==> config.mk <==
export PLATFORM = sky130hd
export DESIGN_NAME = fir_ntap_serial_flat
export DESIGN_NICKNAME = d
export VERILOG_FILES = /design/src/rtl/fir_ntap_serial_if.sv /design/src/rtl/fir_ntap_serial.sv /design/src/flat_wrapper.sv
export SDC_FILE = /design/constraint.sdc
export NUM_CORES = 1
export LEC_CHECK = 0
export CAP_MARGIN = 20
export CORE_ASPECT_RATIO = 1.1
export CORE_MARGIN = 5
export CORE_UTILIZATION = 40
export DETAILED_ROUTE_END_ITERATION = 7
export PLACE_DENSITY = 0.56
export SLEW_MARGIN = 10
export SYNTH_ARGS = -nofsm -noshare
export SYNTH_HDL_FRONTEND = slang
export SYNTH_SLANG_ARGS = --single-unit
==> constraint.sdc <==
create_clock -name clk -period 12.1 [get_ports clk]
set_clock_uncertainty 0.15 [all_clocks]
set_input_delay 2.42 -clock clk [delete_from_list [all_inputs] [get_ports clk]]
set_output_delay 2.42 -clock clk [all_outputs]
set_load 0.03 [all_outputs]
==> src/rtl/fir_ntap_serial_if.sv <==
// Sample/coefficient/result bundle for fir_ntap_serial.
// master = sample source and coefficient writer; slave = the filter.
interface fir_ntap_serial_if #(
  parameter int TAPS   = 8,
  parameter int DATA_W = 16,
  parameter int COEF_W = 8,
  parameter int OUT_W  = DATA_W + COEF_W + $clog2(TAPS)
);
  localparam int AW = $clog2(TAPS);

  logic              enable;
  logic              in_valid;
  logic              in_ready;
  logic [DATA_W-1:0] data_in;
  logic              coef_we;
  logic [AW-1:0]     coef_addr;
  logic [COEF_W-1:0] coef_wdata;
  logic              coef_ack;
  logic [OUT_W-1:0]  data_out;
  logic              calculation_done;

  modport master (
    output enable, in_valid, data_in, coef_we, coef_addr, coef_wdata,
    input  in_ready, coef_ack, data_out, calculation_done
  );

  modport slave (
    input  enable, in_valid, data_in, coef_we, coef_addr, coef_wdata,
    output in_ready, coef_ack, data_out, calculation_done
  );
endinterface

==> src/rtl/fir_ntap_serial.sv <==
// N-tap FIR with a single time-multiplexed MAC (one tap per clock),
// runtime-loadable coefficients and a valid/ready sample handshake.
module fir_ntap_serial #(
  parameter int TAPS   = 8,
  parameter int DATA_W = 16,
  parameter int COEF_W = 8,
  parameter int SIGNED = 0,
  parameter int OUT_W  = DATA_W + COEF_W + $clog2(TAPS)
) (
  input logic              clk,
  input logic              rst,
  fir_ntap_serial_if.slave bus
);
  localparam int AW = $clog2(TAPS);

  typedef enum logic [1:0] {IDLE, MAC, DONE} state_t;

  state_t            r_state;
  state_t            w_next_state;
  logic [DATA_W-1:0] r_x [TAPS];
  logic [COEF_W-1:0] r_h [TAPS];
  logic [OUT_W-1:0]  r_acc;
  logic [OUT_W-1:0]  r_dout;
  logic [AW-1:0]     r_idx;
  logic              r_ready;
  logic              r_done;
  logic              r_ack;

  logic              w_accept;
  logic              w_coef_accept;
  logic              w_addr_ok;
  logic              w_last;
  logic              w_x_sign;
  logic              w_h_sign;
  logic [OUT_W-1:0]  w_x_ext;
  logic [OUT_W-1:0]  w_h_ext;
  logic [OUT_W-1:0]  w_prod;
  logic [OUT_W-1:0]  w_sum;

  assign w_addr_ok = ({1'b0, bus.coef_addr} < (AW+1)'(TAPS));
  assign w_last    = (r_idx == AW'(TAPS - 1));

  // Operands are widened to OUT_W first so the truncated product is exact.
  assign w_x_sign = (SIGNED != 0) && r_x[r_idx][DATA_W-1];
  assign w_h_sign = (SIGNED != 0) && r_h[r_idx][COEF_W-1];
  assign w_x_ext  = {{(OUT_W-DATA_W){w_x_sign}}, r_x[r_idx]};
  assign w_h_ext  = {{(OUT_W-COEF_W){w_h_sign}}, r_h[r_idx]};
  assign w_prod   = w_x_ext * w_h_ext;
  assign w_sum    = r_acc + w_prod;

  always_ff @(posedge clk or posedge rst) begin
    if (rst) begin
      r_state <= IDLE;
    end else begin
      r_state <= w_next_state;
    end
  end

  always_comb begin
    w_next_state  = r_state;
    w_accept      = 1'b0;
    w_coef_accept = 1'b0;
    case (r_state)
      IDLE: begin
        w_accept = bus.in_valid && r_ready;
        if (w_accept) begin
          w_next_state = MAC;
        end else begin
          w_coef_accept = bus.coef_we && w_addr_ok;
        end
      end
      MAC: begin
        if (w_last) begin
          w_next_state = DONE;
        end
      end
      DONE:    w_next_state = IDLE;
      default: w_next_state = IDLE;
    endcase
  end

  // Coefficient writes only land in IDLE, so a result never mixes old and new h.
  always_ff @(posedge clk or posedge rst) begin
    if (rst) begin
      for (int k = 0; k < TAPS; k++) begin
        r_x[k] <= '0;
        r_h[k] <= COEF_W'(1);
      end
      r_acc   <= '0;
      r_dout  <= '0;
      r_idx   <= '0;
      r_ready <= 1'b0;
      r_done  <= 1'b0;
      r_ack   <= 1'b0;
    end else begin
      r_ready <= (w_next_state == IDLE) && bus.enable;
      r_done  <= (r_state == MAC) && w_last;
      r_ack   <= w_coef_accept;
      if (w_coef_accept) begin
        r_h[bus.coef_addr] <= bus.coef_wdata;
      end
      if (w_accept) begin
        for (int k = 1; k < TAPS; k++) begin
          r_x[k] <= r_x[k-1];
        end
        r_x[0] <= bus.data_in;
        r_acc  <= '0;
        r_idx  <= '0;
      end else if (r_state == MAC) begin
        r_acc <= w_sum;
        r_idx <= r_idx + AW'(1);
        if (w_last) begin
          r_dout <= w_sum;
        end
      end
    end
  end

  assign bus.in_ready         = r_ready;
  assign bus.coef_ack         = r_ack;
  assign bus.data_out         = r_dout;
  assign bus.calculation_done = r_done;
endmodule
==> src/flat_wrapper.sv <==
// flat-port wrapper written by rule: the top's interface ports become plain ports
module fir_ntap_serial_flat 
#(
  parameter int TAPS   = 8,
  parameter int DATA_W = 16,
  parameter int COEF_W = 8,
  parameter int SIGNED = 0,
  parameter int OUT_W  = DATA_W + COEF_W + $clog2(TAPS)
)
  (clk, rst, bus_enable, bus_in_valid, bus_data_in, bus_coef_we, bus_coef_addr, bus_coef_wdata, bus_in_ready, bus_coef_ack, bus_data_out, bus_calculation_done);
  fir_ntap_serial_if #(.TAPS(TAPS), .DATA_W(DATA_W), .COEF_W(COEF_W), .OUT_W(OUT_W)) bus_i ();
  input logic clk;
  input logic rst;
  input wire logic [$bits(bus_i.enable)-1:0] bus_enable;
  input wire logic [$bits(bus_i.in_valid)-1:0] bus_in_valid;
  input wire logic [$bits(bus_i.data_in)-1:0] bus_data_in;
  input wire logic [$bits(bus_i.coef_we)-1:0] bus_coef_we;
  input wire logic [$bits(bus_i.coef_addr)-1:0] bus_coef_addr;
  input wire logic [$bits(bus_i.coef_wdata)-1:0] bus_coef_wdata;
  output wire logic [$bits(bus_i.in_ready)-1:0] bus_in_ready;
  output wire logic [$bits(bus_i.coef_ack)-1:0] bus_coef_ack;
  output wire logic [$bits(bus_i.data_out)-1:0] bus_data_out;
  output wire logic [$bits(bus_i.calculation_done)-1:0] bus_calculation_done;
  assign bus_i.enable = bus_enable;
  assign bus_i.in_valid = bus_in_valid;
  assign bus_i.data_in = bus_data_in;
  assign bus_i.coef_we = bus_coef_we;
  assign bus_i.coef_addr = bus_coef_addr;
  assign bus_i.coef_wdata = bus_coef_wdata;
  assign bus_in_ready = bus_i.in_ready;
  assign bus_coef_ack = bus_i.coef_ack;
  assign bus_data_out = bus_i.data_out;
  assign bus_calculation_done = bus_i.calculation_done;
  fir_ntap_serial #(.TAPS(TAPS), .DATA_W(DATA_W), .COEF_W(COEF_W), .SIGNED(SIGNED), .OUT_W(OUT_W)) u_core (.clk(clk), .rst(rst), .bus(bus_i));
endmodule
## After elaboration in Yosys (flattened, before gate mapping)

Index checks and enable logic that the tools add are counted.

| operators by class | value |
|---|---|
| add/subtract/negate cells | 2 |
| bitwise logic cells | 3 |
| muxes and demuxes | 19 |
| eq/ne operators | 2 |
| multiply operators | 1 |
| $lt $le $gt $ge | 3 |
| reductions and logical operators | 8 |

Operators by type and width:

| kind | number |
|---|---|
| 64-bit bitwise mux | 1 |
| 27-bit 2-to-1 mux | 2 |
| 16-bit binary-select mux with 3-bit select | 1 |
| 16-bit 2-to-1 mux | 2 |
| 27-bit adder | 1 |
| 8-bit binary-select mux with 3-bit select | 1 |
| 8-bit demux with 3-bit select | 1 |
| 16-bit by 8-bit multiplier with 24-bit output | 1 |
| 8-bit 2-to-1 mux | 3 |
| 4-bit greater-or-equal comparator (second input constant) | 2 |
| 3-bit NOT with 4-bit output | 2 |
| 3-bit 2-to-1 mux | 2 |
| 1-bit logical AND | 4 |
| 2-bit logical NOT | 2 |
| 4-bit by 1-bit < comparator with 1-bit output (second input constant) | 1 |
| 2-bit 2-to-1 mux | 2 |
| 2-bit case mux with 2 select lines | 1 |
| 3-bit by 1-bit adder with 3-bit output (second input constant) | 1 |
| 3-bit equality test (second input constant) | 1 |
| 1-bit 2-to-1 mux | 3 |
| 3-bit AND reduction | 1 |
| 2-bit by 1-bit equality test with 1-bit output (second input constant) | 1 |
| 2-bit nonzero test | 1 |
| 1-bit NOT | 1 |

| storage, ports and cells | value |
|---|---|
| word-level logic and storage cells | 61 |
| register bits | 254 |

## Longest topological paths before layout

| depth | value |
|---|---|
| depth after elaboration | 8 |
| mapped depth | 31 |
| depth with buffers taken out | 27 |

## Worst setup path before layout

No wires, ideal clock.

| timing | value |
|---|---|
| path kind | register -> register |
| from | reg u_core.r_idx[0] |
| to | reg u_core.r_acc[26] |
| data required time | 11863 ps |
| path buffers | 3 |
| setup time | 87 ps |
| arrival time | 7832 ps |
| stages on the path, launching flop included | 31 |
| path slack | 4031 ps |
| path through | dfrtp_1 -> clkbuf_1 -> buf_2 -> buf_2 -> mux4_2 -> mux2i_1 -> nor2_1 -> fa_1 -> inv_1 -> fa_1 -> inv_1 -> fa_1 -> inv_1 -> fa_1 -> inv_1 -> ha_1 -> a21o_1 -> a221oi_2 -> nand2_1 -> a2111o_1 -> a21o_1 -> a21oi_2 -> xnor2_1 -> ha_1 -> and4_1 -> nand2_1 -> or3_1 -> nand3_2 -> a221oi_4 -> or4_1 -> o211ai_1 |

| between the ends | value |
|---|---|
| cells in the longest elaborated chain, start to end | 8 |
| elaborated cells between the ends (all ways) | 11 |
| those cells by class | 1 x add/sub; 1 x mul; 8 x mux; 1 x bitwise |

RTL lines:

| item | line | RTL |
|---|---|---|
| from (decl) | fir_ntap_serial.sv:24 | `logic [AW-1:0] r_idx;` |
| from (signal assigned) | fir_ntap_serial.sv:111 | `r_idx <= r_idx + AW'(1);` |
| 3-bit NOT with 4-bit output (not written as such) (*) | fir_ntap_serial.sv:46, fir_ntap_serial.sv:47 |  |
| 16-bit binary-select mux with 3-bit select / 8-bit binary-select mux with 3-bit select (equally long branches) | fir_ntap_serial.sv:46, fir_ntap_serial.sv:47 |  |
| 16-bit 2-to-1 mux (not written as such) / 8-bit 2-to-1 mux (equally long branches) (2 in series) | fir_ntap_serial.sv:46, fir_ntap_serial.sv:47 |  |
| 16-bit by 8-bit multiplier with 24-bit output (*) | fir_ntap_serial.sv:48 | `assign w_prod = w_x_ext * w_h_ext;` |
| 27-bit adder (*) | fir_ntap_serial.sv:49 | `assign w_sum = r_acc + w_prod;` |
| 27-bit 2-to-1 mux (*) | fir_ntap_serial.sv:109 | `end else if (r_state == MAC) begin` |
| 27-bit 2-to-1 mux (*) | fir_ntap_serial.sv:102 | `if (w_accept) begin` |
| to (signal assigned) | fir_ntap_serial.sv:110 | `r_acc <= w_sum;` |
| to (decl) | fir_ntap_serial.sv:22 | `logic [OUT_W-1:0] r_acc;` |

Mark *: on every way between the ends. The rest lies on a longest branch, timed or not. The select of a mux whose other input is x is not followed.
A chain may end at the register's enable or synchronous reset.

## Final worst setup path

| timing | value |
|---|---|
| from | reg u_core.r_idx[0] |
| to | reg u_core.r_acc[25] |

Same word-level chain as after synthesis.

==> impl_metrics.tcl <==
set metrics [dict create \
    critPathSlowestCell "dfrtp_4" \
    drc 0 \
    dieArea_um2 44100 \
    cts-htree-levels 1 \
    cts_root_buffer "clkbuf_16" \
    cts_buffer_depth 3 \
    cts_tree "done" \
    numCtsBuffers 29 \
    num_vias 11387 \
    critPathCaptureType "flop" \
    tns_ns 0 \
    cts_sinks 254 \
    yosys_warnings 0 \
    io_buffers 61 \
    critPathTopFamily "adder cells" \
    wl_per_cell_um 16.6 \
    fp.dieW_um 201 \
    syn_nets 1815 \
    cts_hold_buf 0 \
    die_y_um 220 \
    syn_area_per_cell_um2 9.85 \
    num_rows 76 \
    synth_seq_cells 254 \
    critical_path_class "flop to flop" \
    worstSetupStartpointType "flop" \
    drt_first_pass_iters 5 \
    core_region_area_um2 39400 \
    viasPerCell 5.19 \
    drive_above_1_share_pct 13.5 \
    crit_top_cell "fa_1" \
    tightestPinTransition_ns 1.06 \
    drt-total-wl_um 36400 \
    critical_path_buf_inv_count 4 \
    cp.arrival_ns 9.18 \
    diodes 0 \
    nFillCells 3741 \
    setup_viol 0 \
    hold_viol 0 \
    place_ws_ns 3.19 \
    layout_commonest_cell "nand2_1" \
    synth_edf_count 0 \
    ios 62 \
    grt_pass1_wl_um 61800 \
    netlist_area_um2 16000 \
    synthFlopType "dfrtp_1" \
    finalCritPeriodShare_pct 73.2 \
    hp-class "flop to flop" \
    worst_slack_ns 3.24 \
    status "complete, no violations" \
    async_reset_ff_share_pct 100 \
    post_cts_buffers 0 \
    clk_pin_slew_worst_paths_ns 0.06 \
    synth.yosys.seq_area_share_pct 39.8 \
    post_cts_resized 0 \
    rsz0062_at_grt "false" \
    drt_iter0_markers 510 \
    place_hpwl_um 25300 \
    drv_slew 0 \
    final_antenna_net_count 0 \
    cp_slowest_stage_delay_ns 0.75 \
    grt_pass1_vias 11943 \
    crit_required_ns 12.42 \
    worstPathMaxFanout 27 \
    syn_inst 1625 \
    place_congestion 0.884 \
    yosysUniqueCellTypes 64 \
    fin_nets 1856 \
    grt_max_degree 128 \
    clock_latency_ns 0.56 \
    antenna_found_initial 0 \
    fin_crit_ns 8.86 \
    clock.fmax_mhz 113 \
    maxSlewHeadroom_pct 27.1 \
    grt_usage_pct 16.8 \
    initial_core_util_pct 40.7 \
    syn_to_final_growth_pct 13.1 \
    cap_violations 0 \
    overflow 0 \
    final_cell_mix "453 x nand2_1, 244 x dfrtp_1, 125 x nor2_1, 106 x inv_1, 85 x fa_1" \
]
## per-stage QoR
stage	hold WS (ns)	instance area, um^2	utilization, %	instances
after floorplan	0.291	16000	-	1625
after global placement	0.303	17100	43.6	2142
after detailed placement	0.311	17100	43.6	2142
after CTS	0.326	18100	46.0	2195
after global routing	0.363	18100	46.0	2195
final	0.326	18100	46.0	2195
## state kept, by name (all words and copies together), names as in the netlist
signal,flops
u_core.r_x,128
u_core.r_h,64
u_core.r_acc,27
u_core.bus.data_out,27
u_core.bus.coef_ack,1
u_core.bus.in_ready,1
u_core.bus.calculation_done,1
u_core.r_state,2
u_core.r_idx,3
## cells by family (layout without fill, tap and decap cells)
logic type / count (synthesis) / in the layout / share of synthesized area, %
and+or+nand+nor: 674 / 674 / 17.2
xor gates and xnor gates: 38 / 38 / 2.08
adders and majority gates: 158 / 158 / 16.3
AOI/OAI and AO/OA: 187 / 187 / 7.57
buffers and inverters: 178 / 241 / 4.28
DFF: 254 / 254 / 39.8
muxes: 136 / 136 / 12.8
## cell usage after synthesis (7+ instances only)
master / count / share of area [%]
dfrtp_1: 246 / 38
mux2_2: 64 / 4.5
a31oi_1: 7 / 0.27
nor2_1: 125 / 2.9
o21a_1: 9 / 0.42
nand3_1: 26 / 0.81
dfstp_2: 8 / 1.3
a21oi_1: 37 / 1.2
xor2_1: 18 / 0.98
buf_2: 14 / 0.44
fa_1: 85 / 11
xnor2_1: 20 / 1.1
nand4_1: 7 / 0.27
inv_1: 107 / 2.5
mux2i_1: 24 / 1.5
mux4_2: 48 / 6.8
clkbuf_1: 54 / 1.3
ha_1: 73 / 5.7
and3_1: 10 / 0.39
nand2_1: 453 / 11
o21ai_1: 8 / 0.25
a21o_1: 18 / 0.84
o21ai_0: 63 / 2.0
or2_2: 21 / 0.82
## final cells by class
cell class | instances | area [um^2] | area share [%]
clock buffers | 45 | 886 | 4.89
clock inverters | 8 | 73.8 | 0.408
inverters | 107 | 409 | 2.26
multi-input cells | 1193 | 8970 | 49.6
flip-flops and latches | 254 | 6370 | 35.2
well taps | 507 | 634 | 3.50
repair buffers | 81 | 761 | 4.20
## worst min-delay path: cells and delay by family, from the launching register on
| kind | cells | cell delay (ns) |
|---|---|---|
| DFF | 1 | 0.34 |
| AOI/OAI and AO/OA | 1 | 0.06 |
| and+or+nand+nor | 1 | 0.04 |
## path summary, 6_finish.rpt
path / startpoint / depth (start not counted) / slack, ns / to
max in group asynchronous: rst / 4 / 7.30 / u_core.r_h[20]$_DFFE_PP0P_
max reg2reg: u_core.r_idx[0]$_DFFE_PP0P_ / 27 / 3.24 / u_core.r_acc[25]$_DFFE_PP0P_
min in group asynchronous: rst / 2 / 2.30 / u_core.bus.data_out[2]$_DFFE_PP0P_
min reg2reg: u_core.bus.data_out[8]$_DFFE_PP0P_ / 2 / 0.33 / u_core.bus.data_out[8]$_DFFE_PP0P_
min: u_core.bus.data_out[8]$_DFFE_PP0P_ / 2 / 0.33 / u_core.bus.data_out[8]$_DFFE_PP0P_
max: u_core.r_idx[0]$_DFFE_PP0P_ / 27 / 3.24 / u_core.r_acc[25]$_DFFE_PP0P_
## metal layers
| metal | global-route usage (%) | up-vias | part of all wire [%] | wire length [um] |
|---|---|---|---|---|
| li1 | - | 5470 | - | - |
| met1 | 21.5 | 5710 | 44 | 16000 |
| met2 | 30.6 | 160 | 51 | 18500 |
| met3 | 1.91 | 47 | 3.2 | 1170 |
| met4 | 4.15 | 0 | 1.8 | 646 |
| met5 | 0 | - | 0 | 0 |
Power is left out: the tool's default activity adds up to more than one toggle a clock period on the data nets, which glitch-free logic cannot reach.
